**src/rtl/mem_access_arbiter.sv**
```systemverilog
// Two-port round-robin arbiter and store-strobe sequencer for a 4 x 8-bit
// level-store memory. Each access runs SETUP -> STROBE -> HOLD (write) or
// SETUP -> READ (read), then DONE. All outputs are registered.
// Optional per-port completion counters are enabled by defining MEM_ARB_STATS_EN.
module mem_access_arbiter #(
  parameter int unsigned SETUP_CYC  = 1,
  parameter int unsigned STROBE_CYC = 1
) (
  input  logic       clk,
  input  logic       rst_n,
  input  logic       a_req,
  input  logic       a_we,
  input  logic [1:0] a_addr,
  input  logic [7:0] a_wdata,
  output logic       a_done,
  output logic [7:0] a_rdata,
  input  logic       b_req,
  input  logic       b_we,
  input  logic [1:0] b_addr,
  input  logic [7:0] b_wdata,
  output logic       b_done,
  output logic [7:0] b_rdata,
  output logic [7:0] mem_data,
  output logic       mem_store,
  output logic [1:0] mem_addr,
  input  logic [7:0] mem_q,
  output logic       busy
`ifdef MEM_ARB_STATS_EN
  ,
  input  logic       stats_clr,
  output logic [7:0] a_cnt,
  output logic [7:0] b_cnt
`endif
);

  typedef enum logic [2:0] {
    StIdle,
    StSetup,
    StStrobe,
    StHold,
    StRead,
    StDone
  } state_e;

  localparam logic [2:0] SetupLoad  = 3'(SETUP_CYC - 1);
  localparam logic [2:0] StrobeLoad = 3'(STROBE_CYC - 1);

  state_e     state;
  logic [2:0] cnt;
  logic       we_lat;
  logic       sel_b;   // current access belongs to port B
  logic       prio_b;  // B wins the next tie (A was granted last)
  logic       grant_any;
  logic       grant_b;

  // Winner selection: a lone requester wins, a tie goes to the port not granted last.
  always_comb begin
    grant_any = a_req | b_req;
    grant_b   = b_req & (~a_req | prio_b);
  end

  // Access sequencer; every output is a register so mem_store is glitch-free.
  always_ff @(posedge clk or negedge rst_n) begin
    if (!rst_n) begin
      state     <= StIdle;
      cnt       <= 3'd0;
      we_lat    <= 1'b0;
      sel_b     <= 1'b0;
      prio_b    <= 1'b0;
      a_done    <= 1'b0;
      b_done    <= 1'b0;
      a_rdata   <= 8'h00;
      b_rdata   <= 8'h00;
      mem_data  <= 8'h00;
      mem_addr  <= 2'd0;
      mem_store <= 1'b0;
      busy      <= 1'b0;
    end else begin
      a_done <= 1'b0;
      b_done <= 1'b0;
      case (state)
        StIdle: begin
          if (grant_any) begin
            sel_b    <= grant_b;
            we_lat   <= grant_b ? b_we : a_we;
            mem_addr <= grant_b ? b_addr : a_addr;
            mem_data <= grant_b ? b_wdata : a_wdata;
            cnt      <= SetupLoad;
            busy     <= 1'b1;
            state    <= StSetup;
          end
        end
        StSetup: begin
          if (cnt == 3'd0) begin
            if (we_lat) begin
              mem_store <= 1'b1;
              cnt       <= StrobeLoad;
              state     <= StStrobe;
            end else begin
              state <= StRead;
            end
          end else begin
            cnt <= cnt - 3'd1;
          end
        end
        StStrobe: begin
          if (cnt == 3'd0) begin
            mem_store <= 1'b0;
            state     <= StHold;
          end else begin
            cnt <= cnt - 3'd1;
          end
        end
        StHold: begin
          a_done <= ~sel_b;
          b_done <= sel_b;
          state  <= StDone;
        end
        StRead: begin
          if (sel_b) b_rdata <= mem_q;
          else       a_rdata <= mem_q;
          a_done <= ~sel_b;
          b_done <= sel_b;
          state  <= StDone;
        end
        StDone: begin
          prio_b <= ~sel_b;
          busy   <= 1'b0;
          state  <= StIdle;
        end
        default: begin
          mem_store <= 1'b0;
          busy      <= 1'b0;
          state     <= StIdle;
        end
      endcase
    end
  end

`ifdef MEM_ARB_STATS_EN
  // Completion counters: bump on the owning port's DONE cycle; clear has priority.
  always_ff @(posedge clk or negedge rst_n) begin
    if (!rst_n) begin
      a_cnt <= 8'd0;
      b_cnt <= 8'd0;
    end else if (stats_clr) begin
      a_cnt <= 8'd0;
      b_cnt <= 8'd0;
    end else if (state == StDone) begin
      if (sel_b) b_cnt <= b_cnt + 8'd1;
      else       a_cnt <= a_cnt + 8'd1;
    end
  end
`endif

endmodule

```
**config.mk**
```make
export PLATFORM = sky130hd
export DESIGN_NAME = mem_access_arbiter
export DESIGN_NICKNAME = d
export VERILOG_FILES = /design/src/rtl/mem_access_arbiter.sv
export SDC_FILE = /design/constraint.sdc
export NUM_CORES = 1
export LEC_CHECK = 0
export BUFFER_PORTS_ARGS = -buffer_cell sky130_fd_sc_hd__buf_4
export CAP_MARGIN = 25
export CORE_UTILIZATION = 45
export DETAILED_ROUTE_END_ITERATION = 16
export PLACE_DENSITY = 0.83
export RECOVER_POWER = 50
export SLEW_MARGIN = 20
export SYNTH_ARGS = -nofsm -noshare
export SYNTH_HDL_FRONTEND = slang
export SYNTH_SLANG_ARGS = --single-unit
```
**constraint.sdc**
```tcl
create_clock -name clk -period 3.3 [get_ports clk]
set_input_delay 0.33 -clock clk [delete_from_list [all_inputs] [get_ports clk]]
set_output_delay 0.33 -clock clk [all_outputs]
set_load 0.01 [all_outputs]
```
# ---- Word level (Yosys, flattened, before mapping)
# Index checks and enable logic that the tools add are counted.
dict set report classes {
  addsub 1
  reduce_logical 13
  n_mux 21
  eq_ne 11
  n_bitwise 7
}
# cell n
set op_table {}
lappend op_table {{2-to-1 mux 3 bit} 8}
lappend op_table {{one-hot mux 3 bit (4 select lines)} 1}
lappend op_table {{inequality test 2 bit (second input constant)} 5}
lappend op_table {{one-hot mux 3 bit (3 select lines)} 1}
lappend op_table {{2-to-1 mux 8 bit} 1}
lappend op_table {{AND reduction 2 bit} 4}
lappend op_table {{AND reduction 4 bit} 2}
lappend op_table {{OR reduction 4 bit} 2}
lappend op_table {{2-to-1 mux 1 bit} 7}
lappend op_table {{equality test 3 x 2 -> 1 bit (second input constant)} 2}
lappend op_table {{equality test 3 bit (second input constant)} 2}
lappend op_table {{zero test 3 bit} 2}
lappend op_table {{inverter 1 bit} 4}
lappend op_table {{equality test 3 x 1 -> 1 bit (second input constant)} 1}
lappend op_table {{inequality test 3 bit (second input constant)} 1}
lappend op_table {{one-hot mux 1 bit (3 select lines)} 1}
lappend op_table {{AND reduction 3 bit} 1}
lappend op_table {{nonzero test 3 bit} 1}
lappend op_table {{subtractor 3 x 1 -> 3 bit (second input constant)} 1}
lappend op_table {{2-to-1 mux 2 bit} 1}
lappend op_table {{bitwise OR 1 bit} 2}
lappend op_table {{one-hot mux 1 bit (2 select lines)} 1}
lappend op_table {{OR reduction 2 bit} 1}
lappend op_table {{bitwise AND 1 bit} 1}
dict set report totals {
  word_cells 66
  reg_bits 39
  output_inout_bits 30
  inputBits 34
}

# ---- Longest topological paths before layout
dict set report depth {
  ltp_word 4
  mapped_depth 6
}

# ---- Worst setup path before layout
# No wires, ideal clock.
dict set report synth_path {
  path_kind {flip-flop to flip-flop}
  start {register state[0]}
  end {register cnt[1]}
  arrival_time_ps 1303
  synth_period_minus_slack_ps 1428
  setup_ps 125
  path_stages_with_launch 6
  n_path_buf 1
  path_slack_ps 1872
  cell_sequence {dfrtp_1 -> buf_6 -> and2b_2 -> a21oi_2 -> o31ai_2 -> mux2_4}
}
dict set report synth_between {
  elab_chain_cells 3
  word_cells_on_any_way 9
  classes_between {eq/ne (5); mux (1); reduce/logical (3)}
}
# element line
set synth_lines {}
lappend synth_lines {{start, declared} 48} ;# state_e state;
lappend synth_lines {{start signal, assigned} 65} ;# state <= StIdle;
lappend synth_lines {{start signal, assigned} 90} ;# state <= StSetup;
lappend synth_lines {{start signal, assigned} 98} ;# state <= StStrobe;
lappend synth_lines {{equality test 3 x 1 -> 1 bit (tied with other cells)} 81} ;# case (state)
lappend synth_lines {{inequality test 3 bit (no source line) (tied with other cells)} n/a}
lappend synth_lines {{AND reduction 4 bit (no source line)} n/a}
lappend synth_lines {{end signal, assigned} 88} ;# cnt <= SetupLoad;
lappend synth_lines {{end signal, assigned} 97} ;# cnt <= StrobeLoad;
lappend synth_lines {{end signal, assigned} 103} ;# cnt <= cnt - 3'd1;
lappend synth_lines {{end, declared} 49} ;# logic [2:0] cnt;
# Several ways; a longest one is shown, not always the timed one.
# A chain may end at the register's enable or synchronous reset.

==> reports/metrics.cfg <==
[grt]
groute.usage.overall_pct = 18.6
grt_pass1_vias = 1309
grt.busiest_layer = met2
overflow = 0
met1_usage_pct = 22.1
grt_use_met3_pct = 6.16
grt_max_degree = 40
antenna_found_initial = 0
grt_pass1_wl_um = 5820
use_met2_pct = 31.1

[detailed_routing]
drt-pass1-iter-count = 4
first_iter_violations = 50
avgViaCountPerCell = 5.00
wirelength_um = 3380
wl_per_cell_um = 12.9
antenna_left = 0
vias = 1306
drc_errors = 0

[power_and_ir_drop]
irDropWorstVdd_v = 0.000394
power_density_nw_per_um2 = 923
p_total_mw = 2.10
p_leak_nw = 1.08

[floorplanning]
io_pins = 64
core_area_um2 = 3720
die_area_um2 = 4190
die_h_um = 64.7
rows = 22
die_w_um = 64.7
initial_core_util_pct = 47.6

[cts]
cts_hold_buffers = 0
cts_buffers = 5
cts_sinks = 39
cts_setup_buffers = 0
clock_path_buffers = 2
cts-root-buf = clkbuf_8
ctsResizeCount = 0
cts_tree = done
clk_pin_slew_ps = 80
cts_htree_levels = 2
clkLatencyLatePin_ps = 290

[timing]
report.final.slew_viol_count = 40
fmax_ghz = 0.575
worstMarginPinSlew_ps = 1990
setup_tns_ps = 0
rsz0062_at_grt = no
setup_viol = 0
period_share_pct = 52.7
final_hold_viol_count = 0
skew_ps = 10.1
timing.final.crit_period_ps = 1740
slew-limit-headroom_pct = -32.5

[yosys]
ys.warnings.count = 0
ys_ff_latch = 39
synth-seq-area-share_pct = 55.1
synthXorXnorAreaFrac_pct = 0.495
yosys.cell_count.top_type = dfrtp_1
synth_top_family_by_area = multiplexers
syn_area_per_cell_um2 = 12.0
async_flop_share_pct = 100
synth-edff-count = 0
synth_compound_area_share_pct = 11.3
syn_nets = 184
synth.distinct_cells = 33
ys_dominant_reg_cell = dfrtp_1
synthCells = 148
synth_top_area_share_pct = 55.1
synthAdderAreaFrac_pct = 1.41
synth-simple-area-share_pct = 9.19
yosysTopAreaCell = dfrtp_1
synth_mux_area_share_pct = 18.4
yosys-top-cells-count = 39 x dfrtp_1, 17 x mux2_2, 16 x nand2_1, 13 x o21ai_0, 12 x mux2i_1
synthTopCellsByArea = dfrtp_1 55%, mux2_2 11%, mux2i_1 6.8%
syn_area_um2 = 1770

[finish]
area_growth_pct = 28.8
final_nets = 248
fin_area_um2 = 2280
drive_gt1_share_pct = 38.0
insertedDiodeCount = 0

[setup_path]
r2r_setup_slack_ps = 1630
crit_family = buffers and inverters
slowest_stage = clkbuf_1
crit_path_end = cnt[1]
required_ps = 3300
reg2reg_depth = 3
path_cells = clkbuf_1
cp_num_cells = 1
r2r-end = b_rdata[2]
r2r-start = state[1]
slowest_delay_ps = 1400
cp-end-kind = asynchronous set/reset pin
crit_type = input port to asynchronous set/reset pin
crit_path_max_fanout = 39
crit_start = rst_n
cp_num_buf_inv = 1
worst_setup_path_start_kind = input port
crit_arrival_ps = 1740

[placement]
dp_hpwl_um = 2530
gp_congestion = 0.858
placed_cell_area_um2 = 2260
port_buffers = 63

[status]
violations = capacitance limit, slew limit
status = complete, but fails checks

[job]
cap_violations = 1

[worst_hold_path]
worstHoldPathType = input port to flip-flop

-- cells by family (layout without fill, tap and decap cells) --
family	Yosys count	in the layout
adders and majority gates	2	2
xor gates and xnor gates	1	1
and+or+nand+nor	33	33
AOI/OAI and AO/OA	31	31
buffers and inverters	12	77
muxes	30	30
DFF	39	39
-- flip-flops by register name (all words and copies together) (netlist names) --
| signal | cells |
|---|---|
| mem_data | 8 |
| we_lat | 1 |
| mem_addr | 2 |
| b_done | 1 |
| cnt | 3 |
| b_rdata | 8 |
| prio_b | 1 |
| busy | 1 |
| a_done | 1 |
| a_rdata | 8 |
| mem_store | 1 |
| sel_b | 1 |
| state | 3 |
-- metal layers --
layer  part of all wire, %  routed length (µm)
met5                     0                   0
met4                   1.3                  45
met3                   6.8                 230
met2                    47                1600
met1                    44                1500
-- layout make-up --
cell class              count  area (µm²)
clock buffers               7        76.3
well taps                  48        60.1
fillers                   335        1440
clock inverters             1        5.00
inverters                   5        18.8
repair buffers             64         420
multi-input cells          97         723
flip-flops and latches     39         976
-- how the worst min path moves through the flow --
stage / slack, ps / end / start / depth (start not counted)
after detailed placement: 320 / a_rdata[6] / rst_n / 1
after floorplan: 30 / a_done / rst_n / 0
after CTS: 8 / state[0] / rst_n / 1
final: 290 / b_rdata[6] / mem_q[6] / 2
after global routing: 280 / b_rdata[3] / mem_q[3] / 2
after global placement: 320 / b_done / rst_n / 1
-- cell usage in the layout, fill, tap and decap left out --
cell type,instances
or3_1,1
clkbuf_8,5
nor3_1,2
clkbuf_1,18
a211oi_2,1
nor4_1,1
a22oi_1,2
dfrtp_1,39
xnor2_1,1
and2b_2,1
inv_1,5
mux2i_1,12
nor2_1,5
mux2_2,17
nor2_4,1
o31ai_1,1
ha_1,2
o2bb2ai_1,1
a21oi_1,2
mux2_4,1
o31ai_2,1
and3_1,1
nand2_1,16
nand2b_1,1
o21ai_2,1
a31oi_1,3
o21ai_0,13
a21oi_2,2
and2b_4,1
buf_4,48
a31o_2,1
clkinv_2,1
nor2b_1,3
o21ai_1,3
-- report_power, final --
group / internal [mW] / leakage [nW] / total (mW) / switching [mW]
clock network: 0.148 / 0.0422 / 0.303 / 0.154
logic: 0.468 / 0.568 / 0.918 / 0.450
registers: 0.705 / 0.473 / 0.884 / 0.179
-- metrics by stage --
stage | std cells | utilization, % | hold slack, ps | worst slack [ps]
final | 261 | 61.3 | 289 | 1560
after global routing | 261 | 61.3 | 279 | 1070
after CTS | 261 | 63.0 | 8.32 | 1620
after detailed placement | 253 | 60.8 | 323 | 1640
after global placement | 253 | 60.8 | 325 | 1700
after floorplan | 148 | - | 34.4 | 1870
(Power assumes the default switching activity.)
